## src/rtl/cmd_id_receiver_pkg.sv

```systemverilog
// Shared types and constants for the command/ID serial front-end.
package cmd_id_receiver_pkg;

  // UART frame: start + 8 data + stop samples
  localparam int unsigned UART_FRAME_BITS = 10;
  // Barcode frame: data bits following the start bit
  localparam int unsigned BC_DATA_BITS = 8;

  typedef enum logic {
    UART_IDLE,
    UART_RECV
  } uart_state_t;

  typedef enum logic [1:0] {
    BC_IDLE,
    BC_MEAS_START,
    BC_WAIT_FALL,
    BC_TIMING
  } bc_state_t;

  // Station IDs only occupy the lower six bits; anything else is a misread.
  function automatic logic id_is_valid(input logic [7:0] id);
    return id[7:6] == 2'b00;
  endfunction

endpackage

```

## src/rtl/cmd_id_receiver_if.sv

```systemverilog
// Consumer-facing handshake bundle: command byte and station ID with their clears.
interface cmd_id_receiver_if;
  logic       rx_rdy_clr;
  logic       rx_rdy;
  logic [7:0] rx_data;
  logic       clr_ID_vld;
  logic       ID_vld;
  logic [7:0] ID;

  modport master (
    input  rx_rdy_clr, clr_ID_vld,
    output rx_rdy, rx_data, ID_vld, ID
  );

  modport slave (
    output rx_rdy_clr, clr_ID_vld,
    input  rx_rdy, rx_data, ID_vld, ID
  );
endinterface

```

## src/rtl/cmd_id_receiver_bc_rx.sv

```systemverilog
// Self-clocking barcode reader: start bit sets the half-period, data sampled MSB first.
module cmd_id_bc_rx
  import cmd_id_receiver_pkg::*;
#(
  parameter int unsigned BC_CNT_W = 22
) (
  input  logic       clk,
  input  logic       rst_n,
  input  logic       bc,
  input  logic       clr_id_vld,
  output logic       id_vld,
  output logic [7:0] id
);

  logic                bc_meta, bc_sync, bc_prev;
  logic                bc_fall, bc_rise;
  bc_state_t           state, state_nxt;
  logic [BC_CNT_W-1:0] cnt;
  logic [BC_CNT_W-1:0] half_period;
  logic [2:0]          bit_cnt;
  logic [6:0]          shift;
  logic [7:0]          byte_nxt;
  logic                clr_cnt, latch_half, sample, frame_done;

  assign bc_fall  = bc_prev & ~bc_sync;
  assign bc_rise  = ~bc_prev & bc_sync;
  // Only seven bits are stored; the eighth joins on the final sample.
  assign byte_nxt = {shift, bc_sync};

  // Two-flop synchronizer plus one delay flop for edge detection, idle high.
  always_ff @(posedge clk or negedge rst_n) begin
    if (!rst_n) begin
      bc_meta <= 1'b1;
      bc_sync <= 1'b1;
      bc_prev <= 1'b1;
    end else begin
      bc_meta <= bc;
      bc_sync <= bc_meta;
      bc_prev <= bc_sync;
    end
  end

  // FSM state register.
  always_ff @(posedge clk or negedge rst_n) begin
    if (!rst_n) state <= BC_IDLE;
    else        state <= state_nxt;
  end

  // Next-state and per-cycle control strobes.
  always_comb begin
    state_nxt  = state;
    clr_cnt    = 1'b0;
    latch_half = 1'b0;
    sample     = 1'b0;
    frame_done = 1'b0;
    case (state)
      BC_IDLE: begin
        clr_cnt = 1'b1;
        if (bc_fall) state_nxt = BC_MEAS_START;
      end
      BC_MEAS_START: begin
        if (bc_rise) begin
          latch_half = 1'b1;
          clr_cnt    = 1'b1;
          state_nxt  = BC_WAIT_FALL;
        end
      end
      BC_WAIT_FALL: begin
        clr_cnt = 1'b1;
        if (bc_fall) state_nxt = BC_TIMING;
      end
      BC_TIMING: begin
        if (cnt == half_period) begin
          sample  = 1'b1;
          clr_cnt = 1'b1;
          if (bit_cnt == 3'(BC_DATA_BITS - 1)) begin
            frame_done = 1'b1;
            state_nxt  = BC_IDLE;
          end else begin
            state_nxt  = BC_WAIT_FALL;
          end
        end
      end
      default: state_nxt = BC_IDLE;
    endcase
  end

  // Saturating timing counter, half-period latch, bit counter and shifter.
  always_ff @(posedge clk or negedge rst_n) begin
    if (!rst_n) begin
      cnt         <= '0;
      half_period <= '0;
      bit_cnt     <= '0;
      shift       <= '0;
    end else begin
      if (clr_cnt)        cnt <= '0;
      else if (cnt != '1) cnt <= cnt + BC_CNT_W'(1);
      if (latch_half) begin
        half_period <= cnt;
        bit_cnt     <= '0;
      end
      if (sample) begin
        shift   <= byte_nxt[6:0];
        bit_cnt <= bit_cnt + 3'd1;
      end
    end
  end

  // Station ID and valid flag; a valid completion takes priority over a clear.
  always_ff @(posedge clk or negedge rst_n) begin
    if (!rst_n) begin
      id_vld <= 1'b0;
      id     <= '0;
    end else if (frame_done && id_is_valid(byte_nxt)) begin
      id_vld <= 1'b1;
      id     <= byte_nxt;
    end else if (clr_id_vld) begin
      id_vld <= 1'b0;
    end
  end

endmodule

```

## src/rtl/cmd_id_receiver_uart_rx.sv

```systemverilog
// 8N1 UART receiver: mid-bit sampling, LSB first, result held until cleared.
module cmd_id_uart_rx
  import cmd_id_receiver_pkg::*;
#(
  parameter int unsigned BAUD_DIV = 2604
) (
  input  logic       clk,
  input  logic       rst_n,
  input  logic       rx,
  input  logic       rx_rdy_clr,
  output logic       rx_rdy,
  output logic [7:0] rx_data
);

  localparam int unsigned BAUD_W = $clog2(BAUD_DIV + 1);
  localparam logic [BAUD_W-1:0] BAUD_FULL = BAUD_W'(BAUD_DIV);
  localparam logic [BAUD_W-1:0] BAUD_HALF = BAUD_W'(BAUD_DIV / 2);

  logic              rx_meta, rx_sync, rx_prev;
  logic              rx_fall;
  uart_state_t       state, state_nxt;
  logic [BAUD_W-1:0] baud_cnt;
  logic [3:0]        bit_cnt;
  logic [8:0]        shift;
  logic [8:0]        shift_nxt;
  logic              start_frame, bit_tick, frame_done;
  logic              start_bit_unused;

  assign rx_fall          = rx_prev & ~rx_sync;
  assign shift_nxt        = {rx_sync, shift[8:1]};
  // The start bit falls off the bottom of the 9-bit shifter.
  assign start_bit_unused = shift[0];

  // Two-flop synchronizer plus one delay flop for edge detection, idle high.
  always_ff @(posedge clk or negedge rst_n) begin
    if (!rst_n) begin
      rx_meta <= 1'b1;
      rx_sync <= 1'b1;
      rx_prev <= 1'b1;
    end else begin
      rx_meta <= rx;
      rx_sync <= rx_meta;
      rx_prev <= rx_sync;
    end
  end

  // FSM state register.
  always_ff @(posedge clk or negedge rst_n) begin
    if (!rst_n) state <= UART_IDLE;
    else        state <= state_nxt;
  end

  // Next-state and per-cycle control strobes.
  always_comb begin
    state_nxt   = state;
    start_frame = 1'b0;
    bit_tick    = 1'b0;
    frame_done  = 1'b0;
    case (state)
      UART_IDLE: begin
        if (rx_fall) begin
          start_frame = 1'b1;
          state_nxt   = UART_RECV;
        end
      end
      UART_RECV: begin
        if (baud_cnt <= BAUD_W'(1)) begin
          bit_tick = 1'b1;
          if (bit_cnt == 4'(UART_FRAME_BITS - 1)) begin
            frame_done = 1'b1;
            state_nxt  = UART_IDLE;
          end
        end
      end
      default: state_nxt = UART_IDLE;
    endcase
  end

  // Baud timer, sample counter and shifter.
  always_ff @(posedge clk or negedge rst_n) begin
    if (!rst_n) begin
      baud_cnt <= '0;
      bit_cnt  <= '0;
      shift    <= '0;
    end else if (start_frame) begin
      baud_cnt <= BAUD_HALF;
      bit_cnt  <= '0;
    end else if (state == UART_RECV) begin
      if (bit_tick) begin
        baud_cnt <= BAUD_FULL;
        bit_cnt  <= bit_cnt + 4'd1;
        shift    <= shift_nxt;
      end else begin
        baud_cnt <= baud_cnt - BAUD_W'(1);
      end
    end
  end

  // Output byte and ready flag; completion takes priority over any clear.
  always_ff @(posedge clk or negedge rst_n) begin
    if (!rst_n) begin
      rx_rdy  <= 1'b0;
      rx_data <= '0;
    end else if (frame_done) begin
      rx_rdy  <= 1'b1;
      rx_data <= shift_nxt[7:0];
    end else if (rx_rdy_clr || start_frame) begin
      rx_rdy  <= 1'b0;
    end
  end

endmodule

```

## src/rtl/cmd_id_receiver.sv

```systemverilog
// Serial front-end: UART command receiver and barcode station-ID reader side by side.
module cmd_id_receiver #(
  parameter int unsigned BAUD_DIV = 2604,
  parameter int unsigned BC_CNT_W = 22
) (
  input  logic               clk,
  input  logic               rst_n,
  input  logic               RX,
  input  logic               BC,
  cmd_id_receiver_if.master  bus
);

  cmd_id_uart_rx #(
    .BAUD_DIV (BAUD_DIV)
  ) u_uart_rx (
    .clk        (clk),
    .rst_n      (rst_n),
    .rx         (RX),
    .rx_rdy_clr (bus.rx_rdy_clr),
    .rx_rdy     (bus.rx_rdy),
    .rx_data    (bus.rx_data)
  );

  cmd_id_bc_rx #(
    .BC_CNT_W (BC_CNT_W)
  ) u_bc_rx (
    .clk        (clk),
    .rst_n      (rst_n),
    .bc         (BC),
    .clr_id_vld (bus.clr_ID_vld),
    .id_vld     (bus.ID_vld),
    .id         (bus.ID)
  );

endmodule

```

## src/flat_wrapper.sv

```systemverilog
// flat-port wrapper written by rule: the top's interface ports become plain ports
module cmd_id_receiver_flat 
#(
  parameter int unsigned BAUD_DIV = 2604,
  parameter int unsigned BC_CNT_W = 22
)
  (clk, rst_n, RX, BC, bus_rx_rdy_clr, bus_clr_ID_vld, bus_rx_rdy, bus_rx_data, bus_ID_vld, bus_ID);
  cmd_id_receiver_if bus_i ();
  input  logic clk;
  input  logic rst_n;
  input  logic RX;
  input  logic BC;
  input wire logic [$bits(bus_i.rx_rdy_clr)-1:0] bus_rx_rdy_clr;
  input wire logic [$bits(bus_i.clr_ID_vld)-1:0] bus_clr_ID_vld;
  output wire logic [$bits(bus_i.rx_rdy)-1:0] bus_rx_rdy;
  output wire logic [$bits(bus_i.rx_data)-1:0] bus_rx_data;
  output wire logic [$bits(bus_i.ID_vld)-1:0] bus_ID_vld;
  output wire logic [$bits(bus_i.ID)-1:0] bus_ID;
  assign bus_i.rx_rdy_clr = bus_rx_rdy_clr;
  assign bus_i.clr_ID_vld = bus_clr_ID_vld;
  assign bus_rx_rdy = bus_i.rx_rdy;
  assign bus_rx_data = bus_i.rx_data;
  assign bus_ID_vld = bus_i.ID_vld;
  assign bus_ID = bus_i.ID;
  cmd_id_receiver #(.BAUD_DIV(BAUD_DIV), .BC_CNT_W(BC_CNT_W)) u_core (.clk(clk), .rst_n(rst_n), .RX(RX), .BC(BC), .bus(bus_i));
endmodule
```

## config.mk

```make
export PLATFORM = sky130hd
export DESIGN_NAME = cmd_id_receiver_flat
export DESIGN_NICKNAME = d
export VERILOG_FILES = /design/src/rtl/cmd_id_receiver_pkg.sv /design/src/rtl/cmd_id_receiver_if.sv /design/src/rtl/cmd_id_receiver_bc_rx.sv /design/src/rtl/cmd_id_receiver_uart_rx.sv /design/src/rtl/cmd_id_receiver.sv /design/src/flat_wrapper.sv
export SDC_FILE = /design/constraint.sdc
export NUM_CORES = 1
export LEC_CHECK = 0
export ABC_AREA = 1
export BUFFER_PORTS_ARGS = -buffer_cell sky130_fd_sc_hd__buf_2
export CORE_MARGIN = 4
export CORE_UTILIZATION = 40
export CTS_BUF_LIST = sky130_fd_sc_hd__clkbuf_8
export DETAILED_ROUTE_END_ITERATION = 6
export SLEW_MARGIN = 20
export SYNTH_ARGS = -nofsm -noshare
export SYNTH_HDL_FRONTEND = slang
export SYNTH_SLANG_ARGS = --single-unit
```

## constraint.sdc

```tcl
create_clock -name clk -period 1.84 [get_ports clk]
set_input_delay 0.184 -clock clk [delete_from_list [all_inputs] [get_ports clk]]
set_output_delay 0.184 -clock clk [all_outputs]
set_load 0.01 [all_outputs]
```

==> impl_metrics.py, run 1 <==
metrics = {
    "outcome": {
        "status": "finished, final reports clean",
    },
    "synth": {
        "synthArstFlopShare_pct": 100,
        "synth_edf_count": 0,
        "synth_cell_types": 38,
        "syn_area_um2": 5460,
        "yosys_register_bits": 105,
        "synth_nets": 723,
        "avgSynthCellArea_um2": 7.69,
        "yosys_warnings": 0,
        "yosysSeqAreaShare_pct": 48.3,
        "syn_inst": 710,
        "ys.flop_type": "dfrtp_1",
    },
    "placed_design": {
        "dpl.hpwl_um": 8810,
        "numPortBuffers": 23,
        "placedCellCount": 932,
        "gp_congestion": 0.863,
        "placed_area_um2": 6040,
    },
    "timing": {
        "setup_viol": 0,
        "hold_violations": 0,
        "fin_crit_ps": 1740,
        "post-route-period-util_pct": 94.6,
        "tightest_slew_ps": 529,
        "fmax_ghz": 0.575,
        "holdWs_ps": 36.4,
        "max_slew_margin_pct": 64.7,
        "slew_viol_final": 0,
        "clock_skew_ps": 14.7,
    },
    "die": {
        "io-pin-count": 24,
        "dieWidth_um": 125,
        "die_h_um": 125,
        "dieArea_um2": 15600,
        "initial_core_util_pct": 41.1,
        "core_um2": 13300,
        "row_count": 42,
    },
    "min_path": {
        "hp-class": "input port to flip-flop",
        "hold_depth": 3,
    },
    "final_layout": {
        "diodes": 0,
        "regArea_um2": 2650,
        "final_nets": 796,
        "fin_area_um2": 6490,
        "fin_cells": 964,
        "final_cell_mix": "nand2_1 (241), inv_1 (98), dfrtp_1 (88)",
        "multi_input_area_um2": 2420,
        "syn_to_final_growth_pct": 19.0,
        "fin_util_pct": 48.9,
        "drive_above_1_share_pct": 20.9,
        "fillers": 1298,
        "layout_commonest_cell": "nand2_1",
    },
    "cts": {
        "cts_buffer_depth": 2,
        "clockRootBuffer": "clkbuf_8",
        "cts_sinks": 105,
        "clk_pin_slew_ps": 110,
        "htreeDepth": 3,
        "clk_latency_ps": 390,
        "numCtsBuffers": 9,
        "cts_tree": "built",
    },
    "routing": {
        "dr.pass1.iters": 5,
        "ant_nets": 0,
        "route.detailed.drc": 0,
        "drt_iter0_markers": 342,
        "finalWirelength_um": 12000,
        "wire_per_inst_um": 12.5,
        "via_per_inst": 4.76,
        "vias": 4584,
    },
    "grt": {
        "grt-ovfl-total": 0,
        "grt_pass1_vias": 4483,
        "grt_use_total_pct": 15.9,
        "grt_max_degree": 37,
        "antenna_found_initial": 0,
        "grt_first_pass_wirelength_um": 20900,
    },
    "setup_path": {
        "path_delay_family": "simple AND/OR/NAND/NOR gates",
        "cp_slowest_cell": "dfrtp_1",
        "critPathMaxStageDelay_ps": 440,
        "crit_path_start_kind": "flip-flop",
        "r2r_cells": 8,
        "crit_buf_inv": 0,
        "crit_chain": "ha_4 -> nand3_1 -> nor2_4 -> nand4_1 -> nor2_4 -> nand3_4 -> xor2_1 -> nor2_2",
        "critical_path_required_ps": 2110,
        "endpoint_kind": "flip-flop",
        "path_class": "flip-flop to flip-flop",
        "cp.arrival_ps": 2010,
        "critical_path.max_fanout": 6,
        "crit_cells": 8,
        "cpMostUsedCell": "nor2_4",
    },
    "pwr": {
        "p_per_area_nw_per_um2": 917,
        "worst_ir_drop_vdd_v": 0.000518,
        "power_mw": 5.95,
        "p_leak_nw": 3.28,
    },
    "job": {
        "cap_viol_max_count": 0,
    },
}
-- tightest hold or removal path, delay by kind of cell --
| kind | cells | cell delay, ps |
|---|---|---|
| simple gates | 2 | 140 |
| buf+inv | 1 | 70 |
-- logic make-up (layout without fill, tap and decap cells) --
| family | Yosys count | count (layout) | synth area share, % |
|---|---|---|---|
| AOI/OAI and AO/OA | 71 | 71 | 7.98 |
| xor gates and xnor gates | 14 | 14 | 2.25 |
| adders and majority gates | 7 | 7 | 1.60 |
| buffers and inverters | 126 | 203 | 9.28 |
| DFF | 105 | 105 | 48.3 |
| and+or+nand+nor | 387 | 388 | 30.6 |
-- where the power goes --
part	internal [mW]	switching, mW	leakage [nW]	total (mW)
Sequential	2.65	0.227	1.38	2.88
Combinational	0.702	1.01	1.81	1.71
Clock	0.514	0.852	0.0886	1.37
Total	3.87	2.09	3.28	5.95
-- path summary, 6_finish.rpt --
check / startpoint / to / slack (ps)
worst max-delay path: u_core.u_bc_rx.cnt[1] / u_core.u_bc_rx.cnt[0] / 100
worst min-delay path: bus_rx_rdy_clr / u_core.u_uart_rx.rx_rdy / 40
worst max register to register: u_core.u_bc_rx.cnt[1] / u_core.u_bc_rx.cnt[0] / 100
worst min register to register: u_core.u_uart_rx.rx_meta / u_core.u_uart_rx.rx_sync / 360
max in group asynchronous: rst_n / u_core.u_uart_rx.rx_prev / 890
min in group asynchronous: rst_n / u_core.u_uart_rx.baud_cnt[8] / 310
-- area by class of cell --
type,instances,share of cell area (%)
Sequential cell,105,40.8
Multi-Input combinational cell,480,37.3
Timing Repair Buffer,76,9.32
Inverter,111,6.45
Tap cell,176,3.39
Clock buffer,9,1.91
Clock inverter,7,0.886
-- Yosys cell counts, drive strengths merged, types with 6 or more instances --
master / number / area, um^2
clkbuf: 8 / 30.0
ha: 7 / 87.6
nor3: 10 / 61.3
nand2: 246 / 938
buf: 7 / 60.1
nand3: 37 / 200
nand4: 17 / 128
dfstp: 6 / 158
inv: 109 / 409
nor2: 69 / 287
o21ai: 58 / 347
dfrtp: 99 / 2480
xor2: 12 / 105
-- stage by stage --
stage / setup slack (ps) / setup TNS (ps)
final: 99.4 / 0
after global placement: -35.8 / -50.1
after global routing: -39.9 / -39.9
after detailed placement: -82.3 / -660
after CTS: 2.30 / 0
after floorplan: 163 / 0
-- state kept, by name (all words and copies together) (netlist names) --
register,flops
u_core.u_bc_rx.state,2
u_core.u_bc_rx.bc_prev,1
u_core.u_bc_rx.bc_sync,1
u_core.u_uart_rx.rx_rdy,1
u_core.u_bc_rx.id,8
u_core.u_uart_rx.rx_prev,1
u_core.u_bc_rx.id_vld,1
u_core.u_uart_rx.baud_cnt,12
u_core.u_uart_rx.state,1
u_core.u_uart_rx.rx_data,8
u_core.u_bc_rx.cnt,22
u_core.u_bc_rx.half_period,22
u_core.u_uart_rx.shift,8
u_core.u_bc_rx.bit_cnt,3
u_core.u_bc_rx.bc_meta,1
u_core.u_uart_rx.bit_cnt,4
u_core.u_uart_rx.rx_meta,1
u_core.u_uart_rx.rx_sync,1
u_core.u_bc_rx.shift,7
-- timing repair --
action                     4_1_cts  5_1_grt
hold endpoints to repair        34        0
hold buffers                     4        0
setup buffers                    1        9
cloned                           0        2
setup endpoints to repair       23       59
gates resized for setup          4       35
pin swaps                        0        7
-- routing by layer --
metal	part of all wire [%]	track usage, %	wire length (um)	up-vias
met5	0	0	0	-
met4	0.66	3.06	79	0
met3	3.2	4.16	385	7
met2	49	26.7	5930	61
met1	47	21.0	5630	2162
li1	-	-	-	2354
Note: power is estimated with default switching activity, not from simulation.
==> inputs of run 2 (changes only) <==
Settings changed: CTS_BUF_LIST sky130_fd_sc_hd__clkbuf_8 to default, SLEW_MARGIN 20 to default.
==> impl_metrics.py, run 2 (same netlist as run 1, synthesis figures left out) <==
metrics = {
    "job": {
        "cap_viol_max_count": 0,
    },
    "setup_path": {
        "rrSetupSlack_ps": 110,
        "path_class": "flip-flop to flip-flop",
        "cpMostUsedCell": "nor2_4",
        "r2r_cells": 8,
        "r2r_start": "u_core.u_bc_rx.cnt[1]",
        "critical_path.max_fanout": 6,
        "cp_slowest_cell": "dfrtp_1",
        "critical_path_required_ps": 2080,
        "critPathMaxStageDelay_ps": 430,
        "cp.arrival_ps": 1970,
        "crit_path_start_kind": "flip-flop",
        "endpoint_kind": "flip-flop",
        "reg2reg_to": "u_core.u_bc_rx.cnt[0]",
        "crit_chain": "ha_4 -> nand3_1 -> nor2_4 -> nand4_1 -> nor2_4 -> nand3_4 -> xor2_1 -> nor2_2",
    },
    "final_layout": {
        "largest_registers": "u_core.u_bc_rx.cnt x22, u_core.u_bc_rx.half_period x22, u_core.u_uart_rx.baud_cnt x12",
        "fin_area_um2": 6560,
        "drive_above_1_share_pct": 20.8,
        "diodes": 0,
        "fillers": 1282,
        "final_cell_mix": "nand2_1 (241), inv_1 (98), dfrtp_1 (90)",
        "final_nets": 796,
        "syn_to_final_growth_pct": 20.2,
        "layout_commonest_cell": "nand2_1",
    },
    "die": {
        "die_h_um": 125,
        "dieArea_um2": 15600,
        "row_count": 42,
        "core_um2": 13300,
        "dieWidth_um": 125,
        "io-pin-count": 24,
        "initial_core_util_pct": 41.1,
    },
    "grt": {
        "antenna_found_initial": 0,
        "grt_max_degree": 37,
        "grt_use_total_pct": 15.9,
        "grt_first_pass_wirelength_um": 20900,
        "grt_pass1_vias": 4480,
        "grt-ovfl-total": 0,
    },
    "timing": {
        "slew_viol_final": 0,
        "setup_tns_ps": 0,
        "fmax_ghz": 0.577,
        "max_slew_margin_pct": 64.9,
        "worst_slack_ps": 106,
        "fin_crit_ps": 1730,
        "clock_skew_ps": 10.9,
        "post-route-period-util_pct": 94.2,
        "hold_violations": 0,
        "tightest_slew_ps": 526,
        "setup_viol": 0,
    },
    "routing": {
        "finalWirelength_um": 12000,
        "wire_per_inst_um": 12.4,
        "via_per_inst": 4.76,
        "dr.pass1.iters": 5,
        "drt_iter0_markers": 323,
        "ant_nets": 0,
        "vias": 4593,
        "route.detailed.drc": 0,
    },
    "cts": {
        "clockRootBuffer": "clkbuf_16",
        "clk_latency_ps": 350,
        "cts_tree": "built",
        "htreeDepth": 3,
        "cts_buffer_depth": 2,
        "cts_sinks": 105,
        "numCtsBuffers": 9,
        "clk_pin_slew_ps": 80,
    },
    "min_path": {
        "min_to": "u_core.u_bc_rx.id_vld",
        "hold_depth": 2,
        "hp-start": "bus_clr_ID_vld",
        "hp-class": "input port to flip-flop",
    },
    "placed_design": {
        "pre_cts_ws_ps": -82.3,
        "dpl.hpwl_um": 8810,
        "placed_area_um2": 6040,
        "numPortBuffers": 23,
        "gp_congestion": 0.863,
    },
    "pwr": {
        "p_per_area_nw_per_um2": 973,
        "p_leak_nw": 3.32,
        "worst_ir_drop_vdd_v": 0.000703,
    },
    "outcome": {
        "status": "finished, final reports clean",
    },
}
## run 2: layer usage
metal	track usage, %	vias to the layer above	part of all wire [%]
met4	3.25	0	0.85
met1	20.8	2167	47
met5	0	-	0
met2	26.7	58	49
li1	-	2356	-
met3	4.46	12	3.5
## run 2: worst max-delay path, delay by kind of cell (launching register included)
family,cells,cell delay (ps)
flops,1,430
xor+xnor,1,220
simple gates,6,800
fa+ha+maj,1,170
## run 2: area by class of cell
| cell class | instances | area, um^2 | share of cell area (%) |
|---|---|---|---|
| clock buffers | 9 | 225 | 3.43 |
| clock inverters | 7 | 57.6 | 0.878 |
| inverters | 111 | 419 | 6.39 |
| multi-input cells | 480 | 2400 | 36.7 |
| flip-flops and latches | 105 | 2650 | 40.4 |
| well taps | 176 | 220 | 3.36 |
| repair buffers | 76 | 586 | 8.93 |
## run 2: power breakdown
group	leakage, nW	switching, mW	internal, mW
clock	0.135	0.906	0.940
combinational	1.80	0.992	0.665
sequential	1.39	0.227	2.65
## run 2: metrics by stage
step	util [%]	std cells	total power, mW	hold slack (ps)
5_1_grt	49.3	964	6.86	3.87
2_1_floorplan	-	710	3.98	-112
3_5_place_dp	45.4	932	4.51	196
4_1_cts	48.1	952	6.39	3.11
6_report	49.3	964	6.38	17.6
3_3_place_gp	45.4	932	4.44	187
## run 2: worst max-delay path by stage
stage	startpoint	endpoint	slack, ps	cells after the start
after floorplan	u_core.u_uart_rx.baud_cnt[0]	u_core.u_uart_rx.state	160	10
after global placement	u_core.u_bc_rx.cnt[0]	u_core.u_bc_rx.cnt[10]	-40	10
after detailed placement	u_core.u_bc_rx.cnt[0]	u_core.u_bc_rx.cnt[10]	-80	10
after CTS	u_core.u_bc_rx.cnt[12]	u_core.u_bc_rx.cnt[16]	6	12
after global routing	u_core.u_bc_rx.cnt[1]	u_core.u_bc_rx.cnt[0]	-30	8
final	u_core.u_bc_rx.cnt[1]	u_core.u_bc_rx.cnt[0]	110	8
## run 2: repair_timing
action	CTS	global route
pin swaps	0	7
endpoints found under the setup margin	23	60
hold buffers	3	0
resized for setup	3	32
setup buffers	1	11
cloned	0	1
endpoints found under the hold margin	33	0
==> inputs of run 3 (changes only) <==
--- a/config.mk
+++ b/config.mk
@@ -8,2 +8,3 @@
 export ABC_AREA = 1
+export ABC_CLOCK_PERIOD_IN_PS = 1840
 export BUFFER_PORTS_ARGS = -buffer_cell sky130_fd_sc_hd__buf_2
==> constraint.sdc (replaced) <==
create_clock -name clk -period 1.84 [get_ports clk]
set_input_delay 0.368 -clock clk [delete_from_list [all_inputs] [get_ports clk]]
set_output_delay 0.368 -clock clk [all_outputs]
set_load 0.01 [all_outputs]
==> impl_metrics.py, run 3 (same netlist as run 1, synthesis figures left out) <==
metrics = {
    "setup_path": {
        "critPathMaxStageDelay_ps": 400,
        "critical_path.max_fanout": 17,
        "endpoint_kind": "flip-flop",
        "path_class": "flip-flop to flip-flop",
        "cp_slowest_cell": "dfrtp_1",
        "critical_path_required_ps": 2090,
        "crit_path_start_kind": "flip-flop",
        "path_delay_family": "simple AND/OR/NAND/NOR gates",
        "crit_buf_inv": 3,
        "cp.arrival_ps": 2000,
        "crit_chain": "inv_1 -> ha_4 -> o21ai_0 -> nor3_1 -> nand2_2 -> inv_4 -> nand4_4 -> buf_12 -> nand2_1 -> o21ai_2",
    },
    "final_layout": {
        "layout_commonest_cell": "nand2_1",
        "diodes": 0,
        "fin_util_pct": 49.0,
        "multi_input_area_um2": 2430,
        "final_cell_mix": "nand2_1 (240), inv_1 (101), dfrtp_1 (90)",
        "drive_above_1_share_pct": 20.3,
        "fillers": 1317,
        "final_nets": 788,
        "regArea_um2": 2650,
        "syn_to_final_growth_pct": 19.5,
        "largest_registers": "u_core.u_bc_rx.cnt x22, u_core.u_bc_rx.half_period x22, u_core.u_uart_rx.baud_cnt x12",
    },
    "pwr": {
        "p_leak_nw": 3.28,
        "power_mw": 6.39,
        "worst_ir_drop_vdd_v": 0.000919,
        "p_per_area_nw_per_um2": 979,
    },
    "timing": {
        "slew_viol_final": 0,
        "setup_tns_ps": 0,
        "fin_crit_ps": 1750,
        "worst_slack_ps": 86.8,
        "max_slew_margin_pct": 74.4,
        "post-route-period-util_pct": 95.3,
        "fmax_ghz": 0.570,
        "holdWs_ps": 112,
        "grt_setup_unrepaired": "yes",
        "clock_skew_ps": 7.37,
        "setup_viol": 0,
        "hold_violations": 0,
        "tightest_slew_ps": 380,
    },
    "cts": {
        "cts_tree": "built",
        "htreeDepth": 3,
        "clk_pin_slew_ps": 70,
        "clk_latency_ps": 360,
        "numCtsBuffers": 9,
        "cts_buffer_depth": 2,
        "clockRootBuffer": "clkbuf_16",
        "cts_sinks": 105,
    },
    "placed_design": {
        "dpl.hpwl_um": 8640,
        "gp_congestion": 0.864,
        "pre_cts_ws_ps": -56.6,
        "numPortBuffers": 23,
    },
    "routing": {
        "dr.pass1.iters": 4,
        "finalWirelength_um": 11800,
        "via_per_inst": 4.76,
        "route.detailed.drc": 0,
        "drt_iter0_markers": 288,
        "ant_nets": 0,
        "wire_per_inst_um": 12.3,
        "vias": 4552,
    },
    "die": {
        "core_um2": 13300,
        "row_count": 42,
        "io-pin-count": 24,
        "die_h_um": 125,
        "dieWidth_um": 125,
        "dieArea_um2": 15600,
        "initial_core_util_pct": 41.1,
    },
    "grt": {
        "busiest_layer": "met2",
        "grt_first_pass_wirelength_um": 20800,
        "grt_util_met1_pct": 20.8,
        "grt-ovfl-total": 0,
        "grt_use_total_pct": 16.0,
        "grt_max_degree": 61,
        "use_met3_pct": 4.16,
        "grt_pass1_vias": 4453,
        "antenna_found_initial": 0,
        "use_met2_pct": 26.5,
    },
    "job": {
        "cap_viol_max_count": 0,
    },
    "min_path": {
        "hp-class": "input port to flip-flop",
    },
    "outcome": {
        "status": "finished, final reports clean",
    },
}
run 3: changes by cell type in the layout (fill, tap and decap cells not counted), sizes merged:
cell,before,now
buf,73,67
clkbuf,9,10
dlygate4sd3,3,1
inv,113,112
run 3: worst reg2reg max path, stage by stage (launching register included):
cell and delay, ps:
dfrtp_1 400, inv_1 140, ha_4 160, o21ai_0 90
nor3_1 220, nand2_2 130, inv_4 110, nand4_4 90
buf_12 170, nand2_1 70, o21ai_2 50
run 3: final cells by class:
class | count | area share (%)
Clock buffer | 10 | 3.67
Clock inverter | 6 | 0.748
Inverter | 111 | 6.43
Multi-Input combinational cell | 480 | 37.2
Sequential cell | 105 | 40.6
Tap cell | 176 | 3.38
Timing Repair Buffer | 68 | 7.98
run 3: layer usage:
layer / vias up / share of wire [%] / wire length [um]
met5: - / 0 / 0
met4: 0 / 1.4 / 167
met3: 13 / 3.7 / 436
met2: 58 / 49 / 5830
met1: 2139 / 45 / 5370
li1: 2342 / - / -
run 3: path summary, 6_finish.rpt:
| path | slack [ps] | startpoint | end | cells past startpoint |
|---|---|---|---|---|
| hold reg to reg | 360 | u_core.u_bc_rx.bc_meta | u_core.u_bc_rx.bc_sync | 0 |
| setup / recovery | 90 | u_core.u_uart_rx.baud_cnt[0] | u_core.u_uart_rx.rx_data[5] | 10 |
| setup reg to reg | 90 | u_core.u_uart_rx.baud_cnt[0] | u_core.u_uart_rx.rx_data[5] | 10 |
| max in group asynchronous | 830 | rst_n | u_core.u_bc_rx.bc_meta | 3 |
| min in group asynchronous | 390 | rst_n | u_core.u_uart_rx.baud_cnt[8] | 2 |
| hold / removal | 110 | BC | u_core.u_bc_rx.bc_meta | 1 |
run 3: report_power, final:
group / total [mW] / internal [mW] / switching [mW] / leakage, nW
Sequential: 2.89 / 2.65 / 0.234 / 1.39
Combinational: 1.63 / 0.651 / 0.977 / 1.76
Clock: 1.87 / 0.972 / 0.897 / 0.137
run 3: repair_timing:
item,CTS,global route
endpoints found under the hold margin,9,0
gates resized for setup,3,34
gates cloned,0,1
hold buffers,1,0
setup endpoints to repair,29,52
pin swaps,0,11
buffers inserted,2,4
run 3: per-stage QoR:
| step | cell area, um^2 | instances |
|---|---|---|
| floorplan | 5460 | 710 |
| global placement | 6040 | 932 |
| detailed placement | 6040 | 932 |
| CTS | 6380 | 951 |
| global route | 6520 | 956 |
| finish | 6520 | 956 |
